$ cat src/rtl/slow_peripheral_burst_adapter_pkg.sv
// Shared types and widths for the slow-peripheral burst adapter.
// Address, data and byte-enable widths are fixed by the bridge slave port.
package slow_peripheral_burst_adapter_pkg;
    localparam int ADDR_W = 12;
    localparam int DATA_W = 32;
    localparam int BE_W   = 4;

    typedef enum logic [1:0] {
        IDLE     = 2'd0,
        RD_BURST = 2'd1,
        WR_BURST = 2'd2
    } state_t;
endpackage

$ cat src/rtl/slow_peripheral_burst_adapter_pending_counter.sv
// Outstanding downstream read-beat counter; saturates at MAX_PENDING, floors at 0.
module slow_peripheral_pending_counter #(
    parameter int MAX_PENDING = 8
) (
    input  logic       slave_clk,
    input  logic       slave_reset_n,
    input  logic       inc,
    input  logic       dec,
    output logic [3:0] count,
    output logic       at_limit
);
    logic [3:0] r_count;

    // A coincident inc/dec cancels; a stray dec at zero is dropped.
    always_ff @(posedge slave_clk or negedge slave_reset_n) begin
        if (!slave_reset_n)
            r_count <= 4'd0;
        else if (inc && !dec && !at_limit)
            r_count <= r_count + 4'd1;
        else if (dec && !inc && (r_count != 4'd0))
            r_count <= r_count - 4'd1;
    end

    assign count    = r_count;
    assign at_limit = (r_count >= 4'(MAX_PENDING));
endmodule

$ cat src/rtl/slow_peripheral_burst_adapter.sv
// Splits upstream read/write bursts into registered single-beat commands for a
// slow bridge slave port, throttling reads by outstanding-beat count.
module slow_peripheral_burst_adapter
    import slow_peripheral_burst_adapter_pkg::*;
#(
    parameter int MAX_PENDING = 8,
    parameter int BURST_W     = 4
) (
    input  logic                slave_clk,
    input  logic                slave_reset_n,
    input  logic [ADDR_W-1:0]   up_address,
    input  logic [BURST_W-1:0]  up_burstcount,
    input  logic [BE_W-1:0]     up_byteenable,
    input  logic                up_read,
    input  logic                up_write,
    input  logic [DATA_W-1:0]   up_writedata,
    output logic                up_waitrequest,
    output logic [DATA_W-1:0]   up_readdata,
    output logic                up_readdatavalid,
    output logic                up_endofpacket,
    output logic [ADDR_W-1:0]   dn_address,
    output logic [ADDR_W-1:0]   dn_nativeaddress,
    output logic [BE_W-1:0]     dn_byteenable,
    output logic                dn_read,
    output logic                dn_write,
    output logic [DATA_W-1:0]   dn_writedata,
    input  logic                dn_waitrequest,
    input  logic [DATA_W-1:0]   dn_readdata,
    input  logic                dn_readdatavalid,
    input  logic                dn_endofpacket
);
    state_t              r_state, w_state_nxt;
    logic [ADDR_W-1:0]   r_addr, w_addr_nxt;
    logic [BE_W-1:0]     r_be, w_be_nxt;
    logic [BURST_W-1:0]  r_count, w_count_nxt;
    logic [BURST_W-1:0]  r_wr_left, w_wr_left_nxt;
    logic                r_dn_read, w_dn_read_nxt;
    logic                r_dn_write, w_dn_write_nxt;
    logic [DATA_W-1:0]   r_wdata, w_wdata_nxt;
    logic [DATA_W-1:0]   r_rdata;
    logic                r_rvalid, r_reop;

    logic                w_up_wait;
    logic [BURST_W-1:0]  w_bc;
    logic                w_rd_retire, w_wr_retire;
    logic [3:0]          w_pend;
    logic                w_at_limit, w_issue_ok;

    assign w_bc        = (up_burstcount == '0) ? BURST_W'(1) : up_burstcount;
    assign w_rd_retire = r_dn_read  && !dn_waitrequest;
    assign w_wr_retire = r_dn_write && !dn_waitrequest;

    slow_peripheral_pending_counter #(.MAX_PENDING(MAX_PENDING)) u_pend (
        .slave_clk     (slave_clk),
        .slave_reset_n (slave_reset_n),
        .inc           (w_rd_retire),
        .dec           (dn_readdatavalid),
        .count         (w_pend),
        .at_limit      (w_at_limit)
    );

    // Issue only if the counter's value after this edge stays below the limit,
    // so a registered dn_read can never push pending past MAX_PENDING.
    assign w_issue_ok = (!w_at_limit || (dn_readdatavalid && !w_rd_retire)) &&
                        !(w_rd_retire && !dn_readdatavalid &&
                          (w_pend == 4'(MAX_PENDING - 1)));

    always_comb begin
        w_state_nxt    = r_state;
        w_addr_nxt     = r_addr;
        w_be_nxt       = r_be;
        w_count_nxt    = r_count;
        w_wr_left_nxt  = r_wr_left;
        w_dn_read_nxt  = r_dn_read;
        w_dn_write_nxt = r_dn_write;
        w_wdata_nxt    = r_wdata;
        w_up_wait      = 1'b0;
        case (r_state)
            IDLE: begin
                if (up_read) begin
                    w_state_nxt   = RD_BURST;
                    w_addr_nxt    = up_address;
                    w_be_nxt      = up_byteenable;
                    w_count_nxt   = w_bc;
                    w_dn_read_nxt = w_issue_ok;
                end else if (up_write) begin
                    w_state_nxt    = WR_BURST;
                    w_addr_nxt     = up_address;
                    w_be_nxt       = up_byteenable;
                    w_count_nxt    = w_bc;
                    w_wr_left_nxt  = w_bc - BURST_W'(1);
                    w_wdata_nxt    = up_writedata;
                    w_dn_write_nxt = 1'b1;
                end
            end
            RD_BURST: begin
                w_up_wait = 1'b1;
                if (w_rd_retire) begin
                    w_addr_nxt  = r_addr + ADDR_W'(1);
                    w_count_nxt = r_count - BURST_W'(1);
                end
                if (w_rd_retire && (r_count == BURST_W'(1))) begin
                    w_state_nxt   = IDLE;
                    w_dn_read_nxt = 1'b0;
                end else if (!r_dn_read || !dn_waitrequest) begin
                    w_dn_read_nxt = w_issue_ok;
                end
            end
            WR_BURST: begin
                // Also stall once every beat of the burst has been taken.
                w_up_wait = (r_wr_left == '0) || (r_dn_write && dn_waitrequest);
                if (w_wr_retire) begin
                    w_addr_nxt     = r_addr + ADDR_W'(1);
                    w_count_nxt    = r_count - BURST_W'(1);
                    w_dn_write_nxt = 1'b0;
                    if (r_count == BURST_W'(1))
                        w_state_nxt = IDLE;
                end
                if (up_write && !w_up_wait) begin
                    w_wdata_nxt    = up_writedata;
                    w_dn_write_nxt = 1'b1;
                    w_wr_left_nxt  = r_wr_left - BURST_W'(1);
                end
            end
            default: w_state_nxt = IDLE;
        endcase
    end

    always_ff @(posedge slave_clk or negedge slave_reset_n) begin
        if (!slave_reset_n) begin
            r_state    <= IDLE;
            r_addr     <= '0;
            r_be       <= '0;
            r_count    <= '0;
            r_wr_left  <= '0;
            r_dn_read  <= 1'b0;
            r_dn_write <= 1'b0;
            r_wdata    <= '0;
        end else begin
            r_state    <= w_state_nxt;
            r_addr     <= w_addr_nxt;
            r_be       <= w_be_nxt;
            r_count    <= w_count_nxt;
            r_wr_left  <= w_wr_left_nxt;
            r_dn_read  <= w_dn_read_nxt;
            r_dn_write <= w_dn_write_nxt;
            r_wdata    <= w_wdata_nxt;
        end
    end

    always_ff @(posedge slave_clk or negedge slave_reset_n) begin
        if (!slave_reset_n) begin
            r_rdata  <= '0;
            r_rvalid <= 1'b0;
            r_reop   <= 1'b0;
        end else begin
            r_rdata  <= dn_readdata;
            r_rvalid <= dn_readdatavalid;
            r_reop   <= dn_endofpacket;
        end
    end

    assign up_waitrequest   = w_up_wait;
    assign up_readdata      = r_rdata;
    assign up_readdatavalid = r_rvalid;
    assign up_endofpacket   = r_reop;
    assign dn_address       = r_addr;
    assign dn_nativeaddress = r_addr;
    assign dn_byteenable    = r_be;
    assign dn_read          = r_dn_read;
    assign dn_write         = r_dn_write;
    assign dn_writedata     = r_wdata;
endmodule

$ cat config.mk
export PLATFORM = sky130hd
export DESIGN_NAME = slow_peripheral_burst_adapter
export DESIGN_NICKNAME = d
export VERILOG_FILES = /design/src/rtl/slow_peripheral_burst_adapter_pkg.sv /design/src/rtl/slow_peripheral_burst_adapter_pending_counter.sv /design/src/rtl/slow_peripheral_burst_adapter.sv
export SDC_FILE = /design/constraint.sdc
export NUM_CORES = 1
export LEC_CHECK = 0
export CAP_MARGIN = 10
export CORE_ASPECT_RATIO = 2
export CORE_UTILIZATION = 38
export CTS_CLUSTER_SIZE = 24
export DETAILED_ROUTE_END_ITERATION = 12
export PLACE_DENSITY = 0.77
export RECOVER_POWER = 100
export SLEW_MARGIN = 15
export SYNTH_ARGS = -nofsm -noshare
export SYNTH_HDL_FRONTEND = slang
export SYNTH_SLANG_ARGS = --single-unit
$ cat constraint.sdc
create_clock -name slave_clk -period 1.84 [get_ports slave_clk]
set_input_delay 0.368 -clock slave_clk [delete_from_list [all_inputs] [get_ports slave_clk]]
set_output_delay 0.368 -clock slave_clk [all_outputs]
set_load 0.1 [all_outputs]
Word-level counts from Yosys, hierarchy flattened:

Cells that the tools add are included.

* flip-flop bits (word level): 98
* input bits: 91

* muxes and demuxes: 39
* reduce and logical (&&, ||, !) cells: 36
* $add $sub $neg: 6
* order comparisons: 1
* equality and inequality tests: 15

Operators by type and width (count)
* 2-to-1 mux 32 bit: 3
* case mux 32 bit (2 select lines): 1
* 2-to-1 mux 12 bit: 4
* 2-to-1 mux 4 bit: 12
* case mux 12 bit (3 select lines): 1
* AND reduction 4 bit: 4
* subtractor 4 x 1 -> 4 bit (second input constant): 4
* != test 2 bit (second input constant): 7
* adder 12 x 1 -> 12 bit (second input constant): 1
* case mux 4 bit (3 select lines): 1
* logical AND 1 bit: 11
* 2-to-1 mux 2 bit: 5
* != test 3 bit (second input constant): 3
* logical NOT 4 bit: 2
* case mux 4 bit (2 select lines): 1
* nonzero test 2 bit: 4
* logical NOT 1 bit: 7
* 2-to-1 mux 1 bit: 7
* case mux 1 bit (2 select lines): 3
* case mux 2 bit (3 select lines): 1
* adder 4 x 1 -> 4 bit (second input constant): 1
* == test 4 x 1 -> 1 bit (second input constant): 1
* == test 4 x 3 -> 1 bit (second input constant): 1
* greater-or-equal comparator 4 bit (second input constant): 1
* other kinds (9): 11

Depth between registers and ports, before layout:

* depth after elaboration: 9
* mapped depth: 10
* depth with buffers taken out: 8

Cells and area by module:

Synthesis repeated with hierarchy kept, for this count alone.

* cell total of the unflattened synthesis: 331
* area total of the unflattened synthesis: 4200.3 sq um

Modules (own cells, without submodules)
* slow_peripheral_burst_adapter: seq. area each 2352.3 sq um, cells an instance 305, instances 1, area an instance 3935.0 sq um
* slow_peripheral_pending_counter: seq. area each 100.1 sq um, cells an instance 26, instances 1, area an instance 265.3 sq um

Worst setup path before layout:

Ideal clock, no wire load.

* path type: reg-to-output
* start point: reg r_dn_write, in the netlist dn_write
* end point: out up_waitrequest
* stages on the path, launching flop included: 5
* data arrival time: 2.624 ns
* path slack: -1.152 ns
* path through: dfrtp_1 nand2_1 nand2_1 a21oi_1 nor2b_1

* word-level cells in the longest chain between the ends: 3

RTL lines
* start: declaration: line slow_peripheral_burst_adapter.sv:38 `logic r_dn_write, w_dn_write_nxt;`
* start signal: assignment: line slow_peripheral_burst_adapter.sv:146 `r_dn_write <= w_dn_write_nxt;`
* logical AND 1 bit: line slow_peripheral_burst_adapter.sv:111 `w_up_wait = (r_wr_left == '0) || (r_dn_write && dn_waitrequest);`
* logical OR 1 bit: line slow_peripheral_burst_adapter.sv:111
* case mux 1 bit (2 select lines): line slow_peripheral_burst_adapter.sv:78 `case (r_state)`
* end: declaration: line slow_peripheral_burst_adapter.sv:17 `output logic up_waitrequest,`

No other way between the ends.

Worst setup path after layout:

* start point: reg r_wr_left[0]
* end point: out up_waitrequest

* word-level cells in the longest chain between the ends: 3

RTL lines
* start: declaration: line slow_peripheral_burst_adapter.sv:36 `logic [BURST_W-1:0] r_wr_left, w_wr_left_nxt;`
* start signal: assignment: line slow_peripheral_burst_adapter.sv:144 `r_wr_left <= w_wr_left_nxt;`
* logical NOT 4 bit: line slow_peripheral_burst_adapter.sv:111
* logical OR 1 bit: line slow_peripheral_burst_adapter.sv:111
* case mux 1 bit (2 select lines): line slow_peripheral_burst_adapter.sv:78

No other way between the ends.

==> impl_results.md <==
- Setup CP Type: flip-flop to output pin
- Maxcap violations: 0
- Sum of routed wire length over all layers: 13.2 mm
- Mean number of vias per cell: just over 5
- Clock-pin slew reported for the worst setup and hold paths after clock tree synthesis: around 0.070 ns
- YS warnings: 0
- Count of flip-flops with a built-in enable after synthesis: 0
- Antenna violations before repair: 0
- Top cells by count, synth: 98 x dfrtp_1, 27 x mux2_4, 19 x a21oi_1, 19 x nand2_1, 17 x o21ai_0
- Violated checks: negative setup slack
- CTS max path bufs: 2
- Run status: finished with violations
- Final setup fails: between 40 and 50
- Number of pins exceeding their max-slew limit in the final report: 0
- Largest net degree at the start of global routing: 49
- Number of DRC violations after detailed routing: 0
- Number of port buffers: 187
- Cell types with the largest area share after synthesis: dfrtp_1 58%, mux2_4 9.6%, mux2_2 3.2%
- Pre-CTS setup slack: -0.295 ns
- Worst min-delay path startpoint: dn_writedata[25]
- Number of DRC violations after detailed-routing iteration 0: between 150 and 200
- Area of the core: around 11000 sq um
- Most numerous cell in the Yosys netlist: dfrtp_1
- Final-layout setup total negative slack: -4.05 ns
- Post-DP Area: approximately 7300 sq um
- Unrepaired setup endpoints after global routing: true
- Endpoint arrival time on the critical path: approximately 1.7 ns
- Part of the cycle the worst path needs: 1.15
- Detailed-route via count: between 3000 and 4000
- Critical Path End Type: output pin
- Growth of design area from synthesis to finish: 67.7%
- Beginning of the critical path: r_wr_left[0]
- Effective utilization at floorplan: 0.388
- Maximum frequency from static timing analysis: approximately 470 MHz
- Netlist area before placement: around 4200 sq um
- Share of layout cells above drive strength 1: 0.475
- Cell at the root of the clock tree: clkbuf_16
- Number of placement rows: 54
- Number of standard cells after synthesis: 328
- Leading area contributor after synthesis: dfrtp_1
- Clock latency on the worst-skew pair: roughly 0.35 ns
- Number of CTS-inserted buffers: 9
- Count of endpoints failing hold in the final timing report: 0
- CTS tree: yes
- Shortest period the worst path allows: between 2 and 2.5 ns
- Dominant register cell in the synthesized netlist: dfrtp_1
- Least-Margin Pin Slew: 0.590 ns
- Aggregate global routing overflow: 0
- Synthesized area per cell: between 10 and 15 sq um
- Worst Setup Slack, final: -0.272 ns
- Die area: 11600 sq um
- Floorplan die height: 151 microns
- IO Count: roughly 190
- Async S/R FF share, synth: 1.00
- Final core utilization: 0.651
- Post-synthesis sequential area ratio: 0.581
- Final estimated routing congestion in global placement: around 0.78
- DR pass1 iterations: 4
- Relative slew margins: 0.606
- TritonCTS Sinks: about 100
- Clock skew: approximately 0.01 ns
- Worst Setup Start Kind: flip-flop
- Final design instance area without fill: approximately 7100 sq um
- Type of the most critical hold path: flip-flop to flip-flop
- Average wire per cell in the routed design: 18.7 microns
- Number of synthesized register bits: between 90 and 100
- Highest fanout seen on the critical path: 2
- Width of the die: about 77 microns
- Half-perimeter wire length of the detailed placement result: about 9.3 mm
- Data required, critical path: 1.47 ns
- Startpoint of the worst register-to-register path: r_state[0]
- Number of distinct standard cells referenced by the synthesized netlist: 45
- GRT Overall Usage: 0.224
- Number of H-tree levels: 3
- DRT antenna net count: 0
- First-pass GRT wire length: around 20 mm
- Total nets after synthesis: 429
- Total Nets Final: 666
- Vias in the first global route: 3883
- Top-area cell type share of the netlist area: 0.581
- Antenna diode count: 0
-- cells by family (layout without fill, tap and decap cells) --
kind of cell / after synthesis / after routing / synth area share
adders and majority gates: 10 / 10 / 0.0314
xor gates and xnor gates: 4 / 4 / 0.00829
AOI/OAI and AO/OA: 63 / 63 / 0.0933
buffers and inverters: 34 / 275 / 0.0486
and+or+nand+nor: 71 / 71 / 0.0886
muxes: 48 / 48 / 0.149
DFF: 98 / 98 / 0.581
-- placed cells by master (no fill, tap or decap), types with 5 or more instances in the layout --
cell             count
a21oi_1             10
a21oi_2             10
buf_12              16
buf_2                6
buf_4               37
buf_6                8
clkbuf_16           10
clkbuf_2            77
clkbuf_4             6
clkdlybuf4s50_1     55
dfrtp_1             95
dlygate4sd3_1       35
inv_1                8
mux2_2               6
mux2_4              33
mux2i_1              7
nand2_1             16
nand3_2              5
nand4_1             10
nor2_1               8
nor3_1               6
o21ai_0             10
o21ai_1              5
o22ai_4              8
-- state kept, by name, indices dropped and copies added, names as in the netlist --
signal / count
dn_read: 1
dn_address: 12
up_readdatavalid: 1
dn_writedata: 32
up_endofpacket: 1
u_pend.count: 4
r_count: 4
dn_byteenable: 4
r_wr_left: 4
up_readdata: 32
dn_write: 1
r_state: 2
-- worst max-delay path, cell delays in order (launching register included) --
cell and delay (ns):
dfrtp_1 0.40, or4_4 0.54, nand2_2 0.08, a21oi_2 0.07, nor2b_4 0.14, buf_12 0.18
-- through the flow --
stage / hold slack [ns] / cells
after floorplan: 0.0724 / 328
after global placement: 0.290 / 678
after detailed placement: 0.296 / 678
after CTS: 0.444 / 704
after global routing: 0.527 / 709
final: 0.517 / 709
-- worst paths after layout --
| path | end | slack [ns] | depth (start not counted) |
|---|---|---|---|
| worst max-delay path | up_waitrequest | -0.27 | 5 |
| worst min-delay path | dn_writedata[25] | 0.52 | 1 |
| worst max register to register | dn_address[4] | -0.16 | 10 |
| worst min register to register | dn_writedata[25] | 0.52 | 1 |
| max in group asynchronous | dn_writedata[8] | 0.28 | 3 |
| min in group asynchronous | r_state[0] | 0.55 | 2 |
-- cell type report --
cell class / count / area, sq um
clock inverter: 6 / 57.6
fill: 798 / 3790
inverter: 10 / 37.5
multi-input combinational: 196 / 1940
sequential: 98 / 2460
tap: 140 / 175
clock buffer: 9 / 225
timing repair buffer: 250 / 2190
-- metal layers --
| layer | up-vias | GRT usage | part of all wire |
|---|---|---|---|
| li1 | 1646 | - | - |
| met1 | 1773 | 0.219 | 0.32 |
| met2 | 127 | 0.437 | 0.60 |
| met3 | 36 | 0.0494 | 0.041 |
| met4 | 0 | 0.105 | 0.033 |
| met5 | - | 0 | 0 |
-- what timing repair did --
action / in CTS / in global routing
pin swaps: 8 / 15
endpoints found under the hold margin: 20 / 0
gates resized for setup: 36 / 65
setup endpoints to repair: 55 / 52
cloned: 4 / 1
hold buffers: 1 / 0
buffers inserted: 6 / 5
Power is not shown: default switching activity piles up to over one toggle a cycle in this logic, so the estimate is an artifact.
